--- config.mk ---
export PLATFORM = sky130hd
export DESIGN_NAME = cheesehat_sprite_fetcher
export DESIGN_NICKNAME = d
export VERILOG_FILES = /design/src/rtl/cheesehat_sprite_pkg.sv /design/src/rtl/cheesehat_sprite_fetcher.sv
export SDC_FILE = /design/constraint.sdc
export NUM_CORES = 1
export LEC_CHECK = 0
export CORE_MARGIN = 3
export CORE_UTILIZATION = 25
export DETAILED_ROUTE_END_ITERATION = 10
export SLEW_MARGIN = 40
export SYNTH_ARGS = -nofsm -noshare
export SYNTH_HDL_FRONTEND = slang
export SYNTH_SLANG_ARGS = --single-unit
--- constraint.sdc ---
create_clock -name clk -period 3.7 [get_ports clk]
set_clock_uncertainty 0.1 [all_clocks]
set_input_delay 0.555 -clock clk [delete_from_list [all_inputs] [get_ports clk]]
set_output_delay 0.555 -clock clk [all_outputs]
set_load 0.005 [all_outputs]
--- src/rtl/cheesehat_sprite_pkg.sv ---
// Shared definitions for the cheesehat sprite fetcher.
// Contents:
//   - Geometry and format constants for the 32x32, 8 bpp sprite RAM.
//   - Row/column field widths used to form the RAM address.
//   - The fetcher state enum.
package cheesehat_sprite_pkg;

  localparam int unsigned SPRITE_W  = 32;
  localparam int unsigned SPRITE_H  = 32;
  localparam int unsigned PIX_W     = 8;
  localparam int unsigned ADDR_W    = 10;
  localparam int unsigned COORD_W   = 10;
  localparam int unsigned SCREEN_W  = 640;
  localparam logic [PIX_W-1:0] KEY_COLOR = 8'h00;

  // The RAM address is the concatenation {row, col}.
  localparam int unsigned COL_W = $clog2(SPRITE_W);
  localparam int unsigned ROW_W = ADDR_W - COL_W;

  typedef enum logic [1:0] {
    StIdle,
    StIssue,
    StDrain,
    StDone
  } state_e;

endpackage

--- src/rtl/cheesehat_sprite_fetcher.sv ---
// cheesehat_sprite_fetcher
// Fetches one row of the cheesehat sprite from its 1024x8 on-chip RAM for the
// scanline being built. It streams opaque, on-screen pixels (with screen x)
// toward the VGA line-buffer writer.
//
// Ports:
//   clk, reset       - clock; synchronous active-high reset
//   start            - one-cycle line request (accepted only when idle)
//   line_y           - scanline being built
//   sprite_x         - sprite left edge
//   sprite_y         - sprite top edge
//   busy             - high from accepted start until done
//   done             - one-cycle pulse when the line is finished
//   mem_address      - sprite RAM read port address
//   mem_chipselect   - sprite RAM read port select
//   mem_clken        - sprite RAM read port clock enable
//   mem_readdata     - sprite RAM read port data, one cycle after the address edge
//   pix_valid        - valid/ready pixel stream: valid
//   pix_ready        - valid/ready pixel stream: ready
//   pix_data         - pixel colour
//   pix_x            - screen x of the pixel
//   mirror           - horizontal flip, sampled on start
//                      (present only with CHEESEHAT_SPRITE_MIRROR_EN)
//
// Optional feature macro: CHEESEHAT_SPRITE_MIRROR_EN.
module cheesehat_sprite_fetcher
  import cheesehat_sprite_pkg::*;
(
  input  logic               clk,
  input  logic               reset,
  input  logic               start,
  input  logic [COORD_W-1:0] line_y,
  input  logic [COORD_W-1:0] sprite_x,
  input  logic [COORD_W-1:0] sprite_y,
`ifdef CHEESEHAT_SPRITE_MIRROR_EN
  input  logic               mirror,
`endif
  output logic               busy,
  output logic               done,
  output logic [ADDR_W-1:0]  mem_address,
  output logic               mem_chipselect,
  output logic               mem_clken,
  input  logic [PIX_W-1:0]   mem_readdata,
  output logic               pix_valid,
  input  logic               pix_ready,
  output logic [PIX_W-1:0]   pix_data,
  output logic [COORD_W-1:0] pix_x
);

  localparam logic [COL_W-1:0]   LastCol     = COL_W'(SPRITE_W - 1);
  localparam logic [COORD_W:0]   RowLimit    = (COORD_W + 1)'(SPRITE_H);
  localparam logic [COORD_W:0]   ScreenLimit = (COORD_W + 1)'(SCREEN_W);

  state_e             state_q, state_d;
  logic [ROW_W-1:0]   row_q;
  logic [COL_W-1:0]   col_q;
  logic [COORD_W-1:0] sx_q;
  logic               rd_valid_q;   // mem_readdata holds a column issued earlier
  logic [COL_W-1:0]   rd_col_q;     // column that mem_readdata belongs to
  logic               pix_valid_q;
  logic [PIX_W-1:0]   pix_data_q;
  logic [COORD_W-1:0] pix_x_q;

  logic               stall;
  logic               issue_fire;
  logic               row_hit;
  logic               keep;
  logic [COORD_W:0]   row_diff;
  logic [COORD_W:0]   pix_x_wide;
  logic [COL_W-1:0]   mem_col;

  // Signed difference; a set top bit means the line is above the sprite.
  assign row_diff   = {1'b0, line_y} - {1'b0, sprite_y};
  assign row_hit    = !row_diff[COORD_W] && (row_diff < RowLimit);

  // A held, unaccepted pixel freezes the whole read pipeline.
  assign stall      = pix_valid_q && !pix_ready;
  assign issue_fire = (state_q == StIssue) && !stall;

  // One extra bit so sprites hanging off the right edge never wrap back on.
  assign pix_x_wide = {1'b0, sx_q} + (COORD_W + 1)'(rd_col_q);
  assign keep       = (pix_x_wide < ScreenLimit) && (mem_readdata != KEY_COLOR);

`ifdef CHEESEHAT_SPRITE_MIRROR_EN
  logic mirror_q;
  // SPRITE_W is a power of two, so SPRITE_W-1-col is a bitwise inversion.
  assign mem_col = col_q ^ {COL_W{mirror_q}};

  always_ff @(posedge clk) begin
    if (reset) begin
      mirror_q <= 1'b0;
    end else if (state_q == StIdle && start) begin
      mirror_q <= mirror;
    end
  end
`else
  assign mem_col = col_q;
`endif

  always_comb begin
    state_d = state_q;
    unique case (state_q)
      StIdle:  if (start) state_d = row_hit ? StIssue : StDone;
      StIssue: if (issue_fire && col_q == LastCol) state_d = StDrain;
      // Finish only once the last read has left the output register.
      StDrain: if (!rd_valid_q && !stall) state_d = StDone;
      StDone:  state_d = StIdle;
      default: state_d = StIdle;
    endcase
  end

  always_ff @(posedge clk) begin
    if (reset) begin
      state_q     <= StIdle;
      row_q       <= '0;
      col_q       <= '0;
      sx_q        <= '0;
      rd_valid_q  <= 1'b0;
      rd_col_q    <= '0;
      pix_valid_q <= 1'b0;
      pix_data_q  <= '0;
      pix_x_q     <= '0;
    end else begin
      state_q <= state_d;

      if (state_q == StIdle && start) begin
        row_q <= row_diff[ROW_W-1:0];
        col_q <= '0;
        sx_q  <= sprite_x;
      end else if (issue_fire) begin
        col_q <= col_q + 1'b1;
      end

      if (!stall) begin
        rd_valid_q <= issue_fire;
        rd_col_q   <= col_q;
        if (rd_valid_q && keep) begin
          pix_valid_q <= 1'b1;
          pix_data_q  <= mem_readdata;
          pix_x_q     <= pix_x_wide[COORD_W-1:0];
        end else begin
          pix_valid_q <= 1'b0;
        end
      end
    end
  end

  assign busy           = (state_q != StIdle);
  assign done           = (state_q == StDone);
  assign mem_chipselect = (state_q == StIssue);
  assign mem_address    = mem_chipselect ? {row_q, mem_col} : '0;
  assign mem_clken      = !stall;
  assign pix_valid      = pix_valid_q;
  assign pix_data       = pix_data_q;
  assign pix_x          = pix_x_q;

endmodule

==> Word level (Yosys, flattened, before mapping) <==
Index checks and enable logic that the tools add are counted.
{ "totals": {"register_bits": 47, "word_cells": 47, "inputBits": 42, "output_inout_bits": 33} }
{ "op_classes": {"muxes": 7, "eq_ne": 7, "n_bitwise": 1, "addsub": 3, "reduce_logical": 18, "magnitude_cmp": 2} }
{ "ops": {"columns": ["cell", "count"], "rows": [
  ["$add A10 B5 Y11", 1],
  ["$lt A11 B10 Y1 const B", 1],
  ["$lt A11 B6 Y1 const B", 1],
  ["$sub A10 B10 Y11", 1],
  ["$mux W10", 1],
  ["$logic_and A1 B1 Y1", 8],
  ["$mux W2", 4],
  ["$pmux W2 S4", 1],
  ["$reduce_bool A8 Y1", 1],
  ["$add A5 B1 Y5 const B", 1],
  ["$eq A5 B5 Y1 const B", 1],
  ["$eq A2 B2 Y1 const B", 2],
  ["$logic_not A1 Y1", 4],
  ["$ne A2 B2 Y1 const B", 2],
  ["$reduce_and A3 Y1", 1],
  ["$eq A2 B1 Y1 const B", 1],
  ["$logic_not A2 Y1", 1],
  ["$ne A2 B1 Y1 const B", 1],
  ["$reduce_and A2 Y1", 1],
  ["$reduce_bool A2 Y1", 1],
  ["$reduce_or A2 Y1", 1],
  ["$mux W1", 1],
  ["$not A1 Y1", 1]
]} }

==> Depth between registers and ports, before layout <==
{ "logic_depth": {"word_depth": 7, "ltp_mapped": 9, "ltp_nobuf": 9} }

==> Least setup slack after synthesis <==
Ideal clock, no wire load.
{ "synth_timing": {"kind": "register to register", "from": "register sx_q[0]", "to": "register pix_x_q[3], in the netlist pix_x[3]", "path_buffers": 1, "slack_ns": 0.758, "synth_period_minus_slack_ns": 2.942, "t_arrival_ns": 2.720, "stages_incl_launch_ff": 10, "setup_ns": 0.121, "path_cell_list": "dfxtp_1 > ha_1 > fa_1 > a211o_1 > a21o_1 > a211o_1 > or3b_4 > a21o_1 > buf_6 > mux2_4"} }
{ "synth_via": {"elab_chain_len": 5} }
{ "synth_rtl": {"columns": ["element", "line", "source"], "rows": [
  ["start, declared", "cheesehat_sprite_fetcher.sv:57", "logic [COORD_W-1:0] sx_q;"],
  ["start signal, assigned", "cheesehat_sprite_fetcher.sv:129", "sx_q <= sprite_x;"],
  ["$add A10 B5 Y11 *", "cheesehat_sprite_fetcher.sv:81", "assign pix_x_wide = {1'b0, sx_q} + (COORD_W + 1)'(rd_col_q);"],
  ["$lt A11 B10 Y1", "cheesehat_sprite_fetcher.sv:82", "assign keep = (pix_x_wide < ScreenLimit) && (mem_readdata != KEY_COLOR);"],
  ["$logic_and A1 B1 Y1", "cheesehat_sprite_fetcher.sv:82", null],
  ["$logic_and A1 B1 Y1", "cheesehat_sprite_fetcher.sv:137", "if (rd_valid_q && keep) begin"],
  ["$reduce_and A2 Y1 (no source line)", null, null],
  ["end signal, assigned", "cheesehat_sprite_fetcher.sv:140", "pix_x_q <= pix_x_wide[COORD_W-1:0];"],
  ["end, declared", "cheesehat_sprite_fetcher.sv:62", "logic [COORD_W-1:0] pix_x_q;"]
]} }
Every way passes the cells marked *; elsewhere a longest branch is shown, timed or not.
A chain may end at the register's enable or synchronous reset.

==> Worst setup path after layout <==
{ "layout_timing": {"from": "register sx_q[0]", "to": "register pix_x_q[5], in the netlist pix_x[5]"} }
The elaborated chain is that of the path after synthesis.

==> key figures <==
Status
  – Result of the run: completed

Detailed routing
  – Aggregate routed wire length: slightly below 7000 microns
  – Ratio of routed vias to standard cells: between 4 and 5
  – Initial DRC count: 110
  – Number of vias after detailed routing: around 2500
  – Mean routed wirelength per cell: approximately 13 microns
  – Remaining number of nets flagged by the antenna check after routing: 0
  – Number of search-and-repair iterations in the first detailed-routing pass: 5
  – Count of unresolved DRC violations after routing: 0

Yosys
  – Most frequently used flop master after synthesis: dfxtp_1
  – Share of synthesized area occupied by flip-flops and latches: 0.342
  – EDFF count, synth: 0
  – Leading area contributor after synthesis: dfxtp_1
  – Syn Area/Cell: between 8 and 9 sq um
  – Fraction of synthesized cell area taken by the top area cell type: 0.342
  – Most area-consuming cells after synthesis: dfxtp_1 (34%), ha_1 (10%), nand2b_1 (5.5%), a21oi_1 (4.7%), mux2i_1 (4.0%)
  – Synthesized area: between 0.002 and 0.003 sq mm
  – Number of distinct library cells after synthesis: 48
  – Cells after Synth: between 300 and 400
  – FF+latch count, synth: between 40 and 50
  – Proportion of register bits with asynchronous set or reset after synthesis: 0
  – Total number of yosys warnings: 0
  – Synthesized Nets: about 380

Clocking
  – Hold-fix buffers at CTS: 0
  – Clock sink count: between 40 and 50
  – Clock tree from TritonCTS: done
  – Post-CTS setup buffer count: 0
  – Clock tree root buffer cell: clkbuf_8
  – Latest clock arrival within the worst-skew pair: 0.30 ns
  – Clock H-tree levels: 2
  – Post-cts resize count: 0
  – Clock transition at the registers of the reported paths: 0.09 ns
  – Clock tree buffer depth: 2
  – Number of buffers created by CTS: 5

Global routing
  – Number of global-route vias before repair: 2381
  – Met1 Use GR: 0.136
  – Pin count of the biggest net entering global routing: 21
  – Wire length of the first global-routing pass: between 10000 and 15000 microns
  – GRT Total Usage: 0.109
  – Sum of overflow across all layers after global routing: 0
  – Met3 track demand over resource in global routing: 0.0328
  – Highest-utilization routing layer at the global route stage: met2
  – Initial antenna violation count: 0
  – Met2 usage in global routing: 0.183

Finish
  – Commonest non-fill, non-tap cell in the layout: clkdlybuf4s50_1
  – Final #Nets: between 400 and 500
  – Filler cells: ~1100
  – Layout cell share with drive strength beyond 1: 0.0534
  – Final design area excluding fillers: approximately 0.0037 sq mm
  – Most frequent cells in the layout: clkdlybuf4s50_1 (74), dfxtp_1 (47), nand2_1 (29)
  – Total inserted antenna cells: 0
  – Relative area change from synthesis to final layout: 36.3%

Die
  – Placeable core area: 0.0105 sq mm
  – Starting density of the core: 0.262
  – Top Ports: 75
  – Core Rows: 37
  – Y dimension of the die: about 110 microns
  – Floorplan die area: roughly 0.012 sq mm
  – DIE WIDTH: ~110 microns

STA
  – Final period util: 0.837
  – Worst-case headroom to the max-slew limit: 0.630
  – Total Negative Setup Slacks: 0 ns
  – Setup Viol. Count Final: 0
  – Unrepaired setup endpoints after global routing: false
  – Maximum clock rate: 323 MHz
  – Pins Over Slew Limit: 0
  – Fin. Hold Viols: 0
  – Slew at the pin closest to its max-slew limit: ~0.55 ns
  – Fin crit period: about 3.1 ns

Worst setup path
  – Required time at the worst-slack endpoint: 3.79 ns
  – WS Path Type: flip-flop to flip-flop
  – Crit path arrival time: between 3 and 4 ns
  – Critical Path Start Type: flip-flop
  – FF-to-FF Start: sx_q[0]
  – Maximum net fanout on the critical path: 8
  – Worst setup path startpoint: sx_q[0]
  – Kind of capture point of the worst setup path: flip-flop

Pwr
  – Net switching fraction of the power: 0.332
  – Leakage: 1.50 nW
  – Pwr/cell area: about 430 mW/mm^2
  – Share of power burned in registers: 0.403
  – Clock Power Share: 0.211
  – Maximum VDD drop: around 0.15 mV
  – Internal power component: 1.08 mW
  – Net Sw Power: roughly 0.54 mW
  – Relative contribution of combinational cells to total power: 0.386

Worst hold path
  – Hold wc startpoint: row_q[1]
  – Worst min-delay path class: flip-flop to flip-flop

Flow run
  – Number of violations of the max-capacitance limit: 0

Placed design
  – Detailed placement HPWL: around 5400 microns
  – Quantity of I/O buffers inserted on ports: 74
  – Post-detailed-placement cell area: roughly 0.0036 sq mm
  – Placer Congestion: about 0.78
## power groups by stage
stage                     sequential (mW)  combinational [mW]  clock [mW]
after floorplan                     0.648               0.385           0
after global placement              0.659               0.614           0
after detailed placement            0.663               0.627           0
after CTS                           0.651               0.632       0.354
after global routing                0.660               0.699       0.371
final                               0.650               0.624       0.341
## logic make-up (layout without fill, tap and decap cells)
| logic type | Yosys count | in the layout | synth area share |
|---|---|---|---|
| buf+inv | 32 | 108 | 0.0478 |
| mux | 14 | 14 | 0.0551 |
| xor+xnor | 12 | 12 | 0.0382 |
| simple gates | 106 | 106 | 0.201 |
| compound gates | 82 | 82 | 0.201 |
| fa+ha+maj | 24 | 24 | 0.115 |
| flops | 47 | 47 | 0.342 |
## layout make-up
type / count / area [sq um] / area share
multi-input combinational: 238 / 1680 / 0.448
timing repair buffer: 79 / 778 / 0.208
sequential: 47 / 941 / 0.251
inverter: 21 / 78.8 / 0.0210
tap: 136 / 170 / 0.0454
clock buffer: 8 / 100 / 0.0267
## cells in the mapped netlist, types with 4 or more instances
| cell | instances |
|---|---|
| xor2_1 | 7 |
| and2_1 | 11 |
| a21oi_1 | 26 |
| nand2b_1 | 24 |
| inv_1 | 21 |
| nor2b_1 | 4 |
| nor2_1 | 14 |
| a21o_1 | 5 |
| a211oi_1 | 10 |
| nand2_1 | 29 |
| a22o_1 | 11 |
| xnor2_1 | 5 |
| mux2i_1 | 11 |
| ha_1 | 22 |
| nand3_1 | 12 |
| o21ai_0 | 11 |
| clkbuf_1 | 8 |
| dfxtp_1 | 47 |
## stage by stage
step	utilization	instances	power [mW]	setup WS, ns	hold slack [ns]
6_report	0.357	529	1.61	0.602	0.358
5_1_grt	0.357	529	1.73	0.449	0.387
4_1_cts	0.356	529	1.64	0.604	0.366
3_5_place_dp	0.347	521	1.29	0.541	0.350
3_3_place_gp	0.347	521	1.27	0.589	0.332
2_1_floorplan	-	317	1.03	0.758	0.317
## flip-flops by register name, indices dropped and copies added (netlist names)
signal      cells
pix_x          10
sx_q           10
pix_data        8
col_q           5
rd_col_q        5
row_q           5
state_q         2
pix_valid       1
rd_valid_q      1
## final timing paths
check             slack (ns)  cells past startpoint        to
hold reg to reg         0.36                      2  row_q[1]
setup reg to reg        0.60                      8  pix_x[5]
hold / removal          0.36                      2  row_q[1]
setup / recovery        0.60                      8  pix_x[5]
## layer usage
| metal | part of all wire | wire [microns] |
|---|---|---|
| met4 | 0.014 | 92 |
| met3 | 0.063 | 422 |
| met1 | 0.47 | 3150 |
| met5 | 0 | 0 |
| met2 | 0.46 | 3080 |
## worst max-delay path: stages, from the launching register on
cell and delay, ns:
dfxtp_1 0.33, ha_1 0.24, fa_1 0.43, a211o_1 0.34, a21o_1 0.19, a211o_1 0.30
or3b_4 0.43, a21o_1 0.30, mux2_4 0.33
Note: power is estimated with default switching activity, not from simulation.
